===== src/rtl/rom_loader_pkg.sv =====
// Shared types and constants for the ROM loader: FSM state encoding and
// copier-header / bank geometry used to detect a header on the loaded image.
package rom_loader_pkg;

  localparam int HDR_BYTES_DEF = 512;
  localparam int BANK_BYTES    = 8192;
  localparam int BANK_BITS     = $clog2(BANK_BYTES);

  typedef enum logic [2:0] {
    IDLE,
    ARMED,
    ISSUE,
    WAIT_ACK,
    FINISH
  } state_t;

endpackage


===== src/rtl/rom_byte_swap.sv =====
// Combinational per-byte bit reverser for 16-bit ROM words (bit i <-> 7-i in
// each byte). Only instantiated when ROM_LOADER_BITSWAP_EN is defined.
module rom_byte_swap (
  input  logic [15:0] raw,
  output logic [15:0] rev
);

  // NOTE: every signal driven from always_comb gets a default first, so no
  // path through the block can leave it unassigned and infer a latch.
  always_comb begin
    rev = '0;
    for (int i = 0; i < 8; i++) begin
      rev[i]     = raw[7 - i];
      rev[8 + i] = raw[15 - i];
    end
  end

endmodule


===== src/rtl/rom_loader.sv =====
// Streams HPS ioctl ROM words into a toggle-handshake DDRAM writer, tracks the
// image size and detects a copier header. Build option: ROM_LOADER_BITSWAP_EN.
module rom_loader
  import rom_loader_pkg::*;
#(
  parameter int ADDR_W    = 24,
  parameter int HDR_BYTES = HDR_BYTES_DEF
) (
  input  logic              clk_sys,
  input  logic              reset_n,
  input  logic              ioctl_download,
  input  logic              ioctl_wr,
  input  logic [24:0]       ioctl_addr,
  input  logic [15:0]       ioctl_dout,
  output logic              ioctl_wait,
  input  logic              swap_en,
  output logic [ADDR_W-1:0] wr_addr,
  output logic [15:0]       wr_data,
  output logic              wr_req,
  input  logic              wr_ack,
  output logic [ADDR_W-1:0] rd_offset,
  output logic [7:0]        rom_sz,
  output logic              load_done,
  output logic              overrun
);

  localparam int CNT_W = ADDR_W + 1;

  state_t            state_q, state_d;
  logic              dl_q;
  logic              fin_pend_q;
  logic [CNT_W-1:0]  byte_cnt_q;
  logic [15:0]       data_sel;

  logic              dl_rise, dl_fall, addr_oor, ack_match, hdr_hit;
  logic [ADDR_W+1:0] end_sum;
  logic [CNT_W-1:0]  end_sat, cnt_next, size_c;

`ifdef ROM_LOADER_BITSWAP_EN
  logic [15:0] dout_rev;

  rom_byte_swap u_swap (
    .raw (ioctl_dout),
    .rev (dout_rev)
  );

  assign data_sel = swap_en ? dout_rev : ioctl_dout;
`else
  logic unused_swap_en;

  assign unused_swap_en = swap_en;
  assign data_sel       = ioctl_dout;
`endif

  assign dl_rise   = ioctl_download & ~dl_q;
  assign dl_fall   = ~ioctl_download & dl_q;
  assign addr_oor  = (ioctl_addr >> ADDR_W) != '0;
  assign ack_match = (wr_ack == wr_req);

  // End address of the acknowledged word, clamped to the counter range.
  assign end_sum  = {2'b00, wr_addr} + (ADDR_W + 2)'(2);
  assign end_sat  = end_sum[ADDR_W+1] ? '1 : end_sum[CNT_W-1:0];
  assign cnt_next = (end_sat > byte_cnt_q) ? end_sat : byte_cnt_q;

  assign hdr_hit = byte_cnt_q[BANK_BITS-1:0] == BANK_BITS'(HDR_BYTES);
  assign size_c  = hdr_hit ? byte_cnt_q - CNT_W'(HDR_BYTES) : byte_cnt_q;

  always_comb begin
    state_d = state_q;
    if (dl_rise) begin
      state_d = ARMED;
    end else begin
      unique case (state_q)
        IDLE:     state_d = IDLE;
        ARMED:    if (dl_fall)                 state_d = FINISH;
                  else if (ioctl_wr && !addr_oor) state_d = ISSUE;
        ISSUE:    state_d = WAIT_ACK;
        WAIT_ACK: if (ack_match) state_d = (fin_pend_q || dl_fall) ? FINISH : ARMED;
        FINISH:   state_d = IDLE;
        default:  state_d = IDLE;
      endcase
    end
  end

  // NOTE: sequential state uses non-blocking assignments so every register
  // samples the pre-edge values, independent of statement order.
  always_ff @(posedge clk_sys or negedge reset_n) begin
    if (!reset_n) begin
      state_q    <= IDLE;
      dl_q       <= 1'b0;
      fin_pend_q <= 1'b0;
      byte_cnt_q <= '0;
      ioctl_wait <= 1'b0;
      wr_req     <= 1'b0;
      wr_addr    <= '0;
      wr_data    <= '0;
      rd_offset  <= '0;
      rom_sz     <= '0;
      load_done  <= 1'b0;
      overrun    <= 1'b0;
    end else begin
      state_q   <= state_d;
      dl_q      <= ioctl_download;
      load_done <= 1'b0;
      if (dl_rise) begin
        // Abandon any in-flight word by resyncing the toggle pair.
        wr_req     <= wr_ack;
        byte_cnt_q <= '0;
        overrun    <= 1'b0;
        ioctl_wait <= 1'b0;
        fin_pend_q <= 1'b0;
      end else begin
        unique case (state_q)
          ARMED: begin
            if (ioctl_wr && !dl_fall) begin
              if (addr_oor) begin
                overrun <= 1'b1;
              end else begin
                wr_addr    <= ioctl_addr[ADDR_W-1:0];
                wr_data    <= data_sel;
                ioctl_wait <= 1'b1;
              end
            end
          end
          ISSUE, WAIT_ACK: begin
            if (state_q == ISSUE) wr_req <= ~wr_req;
            if (ioctl_wr)         overrun <= 1'b1;
            if (dl_fall)          fin_pend_q <= 1'b1;
            if (state_q == WAIT_ACK && ack_match) begin
              ioctl_wait <= 1'b0;
              byte_cnt_q <= cnt_next;
            end
          end
          FINISH: begin
            rd_offset  <= hdr_hit ? ADDR_W'(HDR_BYTES) : '0;
            rom_sz     <= size_c[23:16];
            load_done  <= 1'b1;
            fin_pend_q <= 1'b0;
          end
          default: ;
        endcase
      end
    end
  end

endmodule


===== config.mk =====
export PLATFORM = sky130hd
export DESIGN_NAME = rom_loader
export DESIGN_NICKNAME = d
export VERILOG_FILES = /design/src/rtl/rom_loader_pkg.sv /design/src/rtl/rom_byte_swap.sv /design/src/rtl/rom_loader.sv
export SDC_FILE = /design/constraint.sdc
export NUM_CORES = 1
export LEC_CHECK = 0
export ABC_AREA = 1
export BUFFER_PORTS_ARGS = -buffer_cell sky130_fd_sc_hd__buf_2
export CORE_MARGIN = 2
export CORE_UTILIZATION = 49
export CTS_CLUSTER_DIAMETER = 60
export DETAILED_ROUTE_END_ITERATION = 7
export PLACE_DENSITY = 0.77
export SYNTH_ARGS = -nofsm -noshare
export SYNTH_HDL_FRONTEND = slang
export SYNTH_SLANG_ARGS = --single-unit

===== constraint.sdc =====
create_clock -name clk_sys -period 2.41 [get_ports clk_sys]
set_input_delay 0.241 -clock clk_sys [delete_from_list [all_inputs] [get_ports clk_sys]]
set_output_delay 0.241 -clock clk_sys [all_outputs]
set_load 0.02 [all_outputs]

==> results.sh <==
export IMPL_max_cap_viol_count=0
export IMPL_path_class="reg2reg"
export IMPL_drt_pass1_iterations=5
export IMPL_ys_top_cells_by_area="dfrtp_1 (39%), nand2_1 (9.2%), mux2_4 (9.1%)"
export IMPL_rsz0062_at_grt="true"
export IMPL_final_setup_skew_ns=0.00726
export IMPL_critPathRequiredTime_ns=2.66
export IMPL_antenna_diode_count=0
export IMPL_clk_latency_ns=0.37
export IMPL_yosys_cell_count_top_type="nand2_1"
export IMPL_syn_area_per_cell_um2=8.99
export IMPL_synth_seq_area_share_pct=39.3
export IMPL_cts_tree="done"
export IMPL_dieWidth_um=108
export IMPL_drive_gt1_share_pct=47.0
export IMPL_root_buffer="clkbuf_8"
export IMPL_antenna_found_initial=0
export IMPL_clock_sinks=83
export IMPL_yosys_area_top_type="dfrtp_1"
export IMPL_ys_seq_elements=83
export IMPL_routed_wl_mm=13.2
export IMPL_place_hpwl_mm=9.56
export IMPL_num_rows=37
export IMPL_clkTransAtPathRegs_ns=0.08
export IMPL_setup_viol=25
export IMPL_crit_buf_inv=3
export IMPL_dieHeight_um=108
export IMPL_arrival_ns=2.91
export IMPL_crit_slowest_cell="dfrtp_2"
export IMPL_drtIter0Drc=244
export IMPL_worstSetupEndpointType="flop"
export IMPL_ff2ff_setup_slack_ns=-0.25
export IMPL_cts_made_buffers=9
export IMPL_place_area_mm2=0.00636
export IMPL_hold_viol=0
export IMPL_fin_crit_ns=2.66
export IMPL_ios=123
export IMPL_area_growth_pct=33.1
export IMPL_ant_nets=0
export IMPL_fin_crit_sh_pct=110
export IMPL_postSynth_topFlopCell="dfrtp_1"
export IMPL_fin_nets=847
export IMPL_portBuffers=98
export IMPL_crit_family="simple AND/OR/NAND/NOR gates"
export IMPL_gp_congestion=0.909
export IMPL_netlist_area_leader_share_pct=39.3
export IMPL_grt_total_usage_pct=24.0
export IMPL_grt_pass1_vias=4659
export IMPL_power_density_mw_per_mm2=1400
export IMPL_clock_path_buffers=2
export IMPL_vias=4622
export IMPL_cp_endpoint="byte_cnt_q[0]"
export IMPL_cp_max_fo=10
export IMPL_max_stage_delay_ns=0.45
export IMPL_wire_per_inst_um=14.5
export IMPL_fin_hold_ws_ns=0.0165
export IMPL_yosysUniqueCellTypes=39
export IMPL_drv_slew=0
export IMPL_utilization_pct=67.5
export IMPL_fmax_mhz=376
export IMPL_grt_overflow=0
export IMPL_crit_path_start_kind="flop"
export IMPL_status="finished, violations left"
export IMPL_synth_top_cells_by_count="nand2_1 (130), dfrtp_1 (83), inv_1 (63)"
export IMPL_netlist_instances=588
export IMPL_mappedNetlistArea_mm2=0.00529
export IMPL_holdCritPathClass="in2reg"
export IMPL_final_cell_area_mm2=0.00704
export IMPL_synth_edff_count=0
export IMPL_start_util_pct=50.7
export IMPL_r2r_end="byte_cnt_q[0]"
export IMPL_path_cells="nand2_4 -> buf_6 -> nor2_4 -> nand3_2 -> xor2_1 -> clkinv_1 -> ha_1 -> nand2_1 -> nor2_1 -> nand2_1 -> nor2_4 -> nand2_2 -> nand3_4 -> nand2_4 -> buf_12 -> nand3_1 -> nand2_1"
export IMPL_worst_slew_pin_slew_ns=0.679
export IMPL_yosysWarnings=0
export IMPL_die_area_mm2=0.0116
export IMPL_grt_max_degree=55
export IMPL_viasPerCell=5.07
export IMPL_violations="setup timing"
export IMPL_r2r_cells=17
export IMPL_grt_pass1_wl_mm=21.9
export IMPL_slew_headroom_pct=54.8
export IMPL_leakage_nw=3.61
export IMPL_critical_path_startpoint="wr_addr[3]"
export IMPL_async_flop_share_pct=100
export IMPL_rr_startpoint="wr_addr[3]"
export IMPL_cts_max_level=3
export IMPL_cpMostUsedCell="nand2_1"
export IMPL_coreArea_mm2=0.0104
export IMPL_cp_num_cells=17
export IMPL_drc_errors=0
export IMPL_setup_ws_ns=-0.249
export IMPL_vdd_ir_drop_max_mv=0.958
cells by family after synthesis:
family,share of synthesized area (%)
DFF,39.3
xor gates and xnor gates,2.96
muxes,9.09
adders and majority gates,6.63
buffers and inverters,11.0
and+or+nand+nor,25.9
AOI/OAI and AO/OA,5.07
other,0.0710
sequential cells by signal (all words and copies together) (netlist names):
| register | cells |
|---|---|
| state_q | 3 |
| fin_pend_q | 1 |
| rd_offset | 1 |
| dl_q | 1 |
| rom_sz | 8 |
| load_done | 1 |
| overrun | 1 |
| wr_data | 16 |
| wr_req | 1 |
| byte_cnt_q | 25 |
| wr_addr | 24 |
| ioctl_wait | 1 |
layout make-up:
type	instances	area (um2)
Clock buffer	11	141
Clock inverter	4	98.8
Fill cell	749	3380
Inverter	69	263
Multi-Input combinational cell	415	2990
Sequential cell	83	2100
Tap cell	136	170
Timing Repair Buffer	194	1280
per-stage QoR:
stage | setup TNS, ns | power, mW | worst slack [ns] | cells
after floorplan | -0.896 | 5.94 | -0.0455 | 610
after global placement | -3.76 | 7.67 | -0.164 | 875
after detailed placement | -5.99 | 7.90 | -0.255 | 875
after CTS | -3.44 | 9.65 | -0.156 | 906
after global routing | -9.12 | 10.5 | -0.385 | 912
final | -5.83 | 9.82 | -0.249 | 912
cells in the final DEF (no fill, tap or decap), types with 10 or more instances in the layout:
master and instances:
inv_1 58, ha_1 24, mux2_4 32, nand3_2 25, nor2_4 12, buf_2 97, nand2_1 107, nand2_2 21
nand3_1 14, nor2_2 16, a21oi_1 11, nand4_1 31, dfrtp_1 68, conb_1 23, buf_4 89, nor2_1 31
dfrtp_2 15, clkbuf_8 10
timing repair:
action                                  in CTS  in global routing
setup buffers                               16                  6
endpoints found under the setup margin      25                 25
pin swaps                                    4                  6
hold buffers                                 1                  0
gates resized for setup                     53                 19
endpoints found under the hold margin       50                  0
gates cloned                                 0                  0
power breakdown:
part / internal, mW / total, mW / switching (mW) / leakage (nW)
Clock: 0.714 / 1.23 / 0.513 / 0.120
Combinational: 2.77 / 6.00 / 3.23 / 2.48
Sequential: 2.04 / 2.59 / 0.546 / 1.01
worst min path at each step:
| stage | start | cells after the start | to |
|---|---|---|---|
| 6_report | ioctl_download | 1 | dl_q |
| 5_1_grt | ioctl_download | 1 | dl_q |
| 4_1_cts | ioctl_download | 1 | dl_q |
| 3_5_place_dp | reset_n | 1 | wr_data[13] |
| 3_3_place_gp | reset_n | 1 | wr_data[13] |
| 2_1_floorplan | reset_n | 0 | byte_cnt_q[0] |
metal layers:
metal | global-route usage [%] | share of wire [%]
met3 | 4.12 | 5.1
met1 | 29.6 | 42
met2 | 41.6 | 50
met4 | 9.89 | 2.5
met5 | 0 | 0
(Power assumes the default switching activity.)
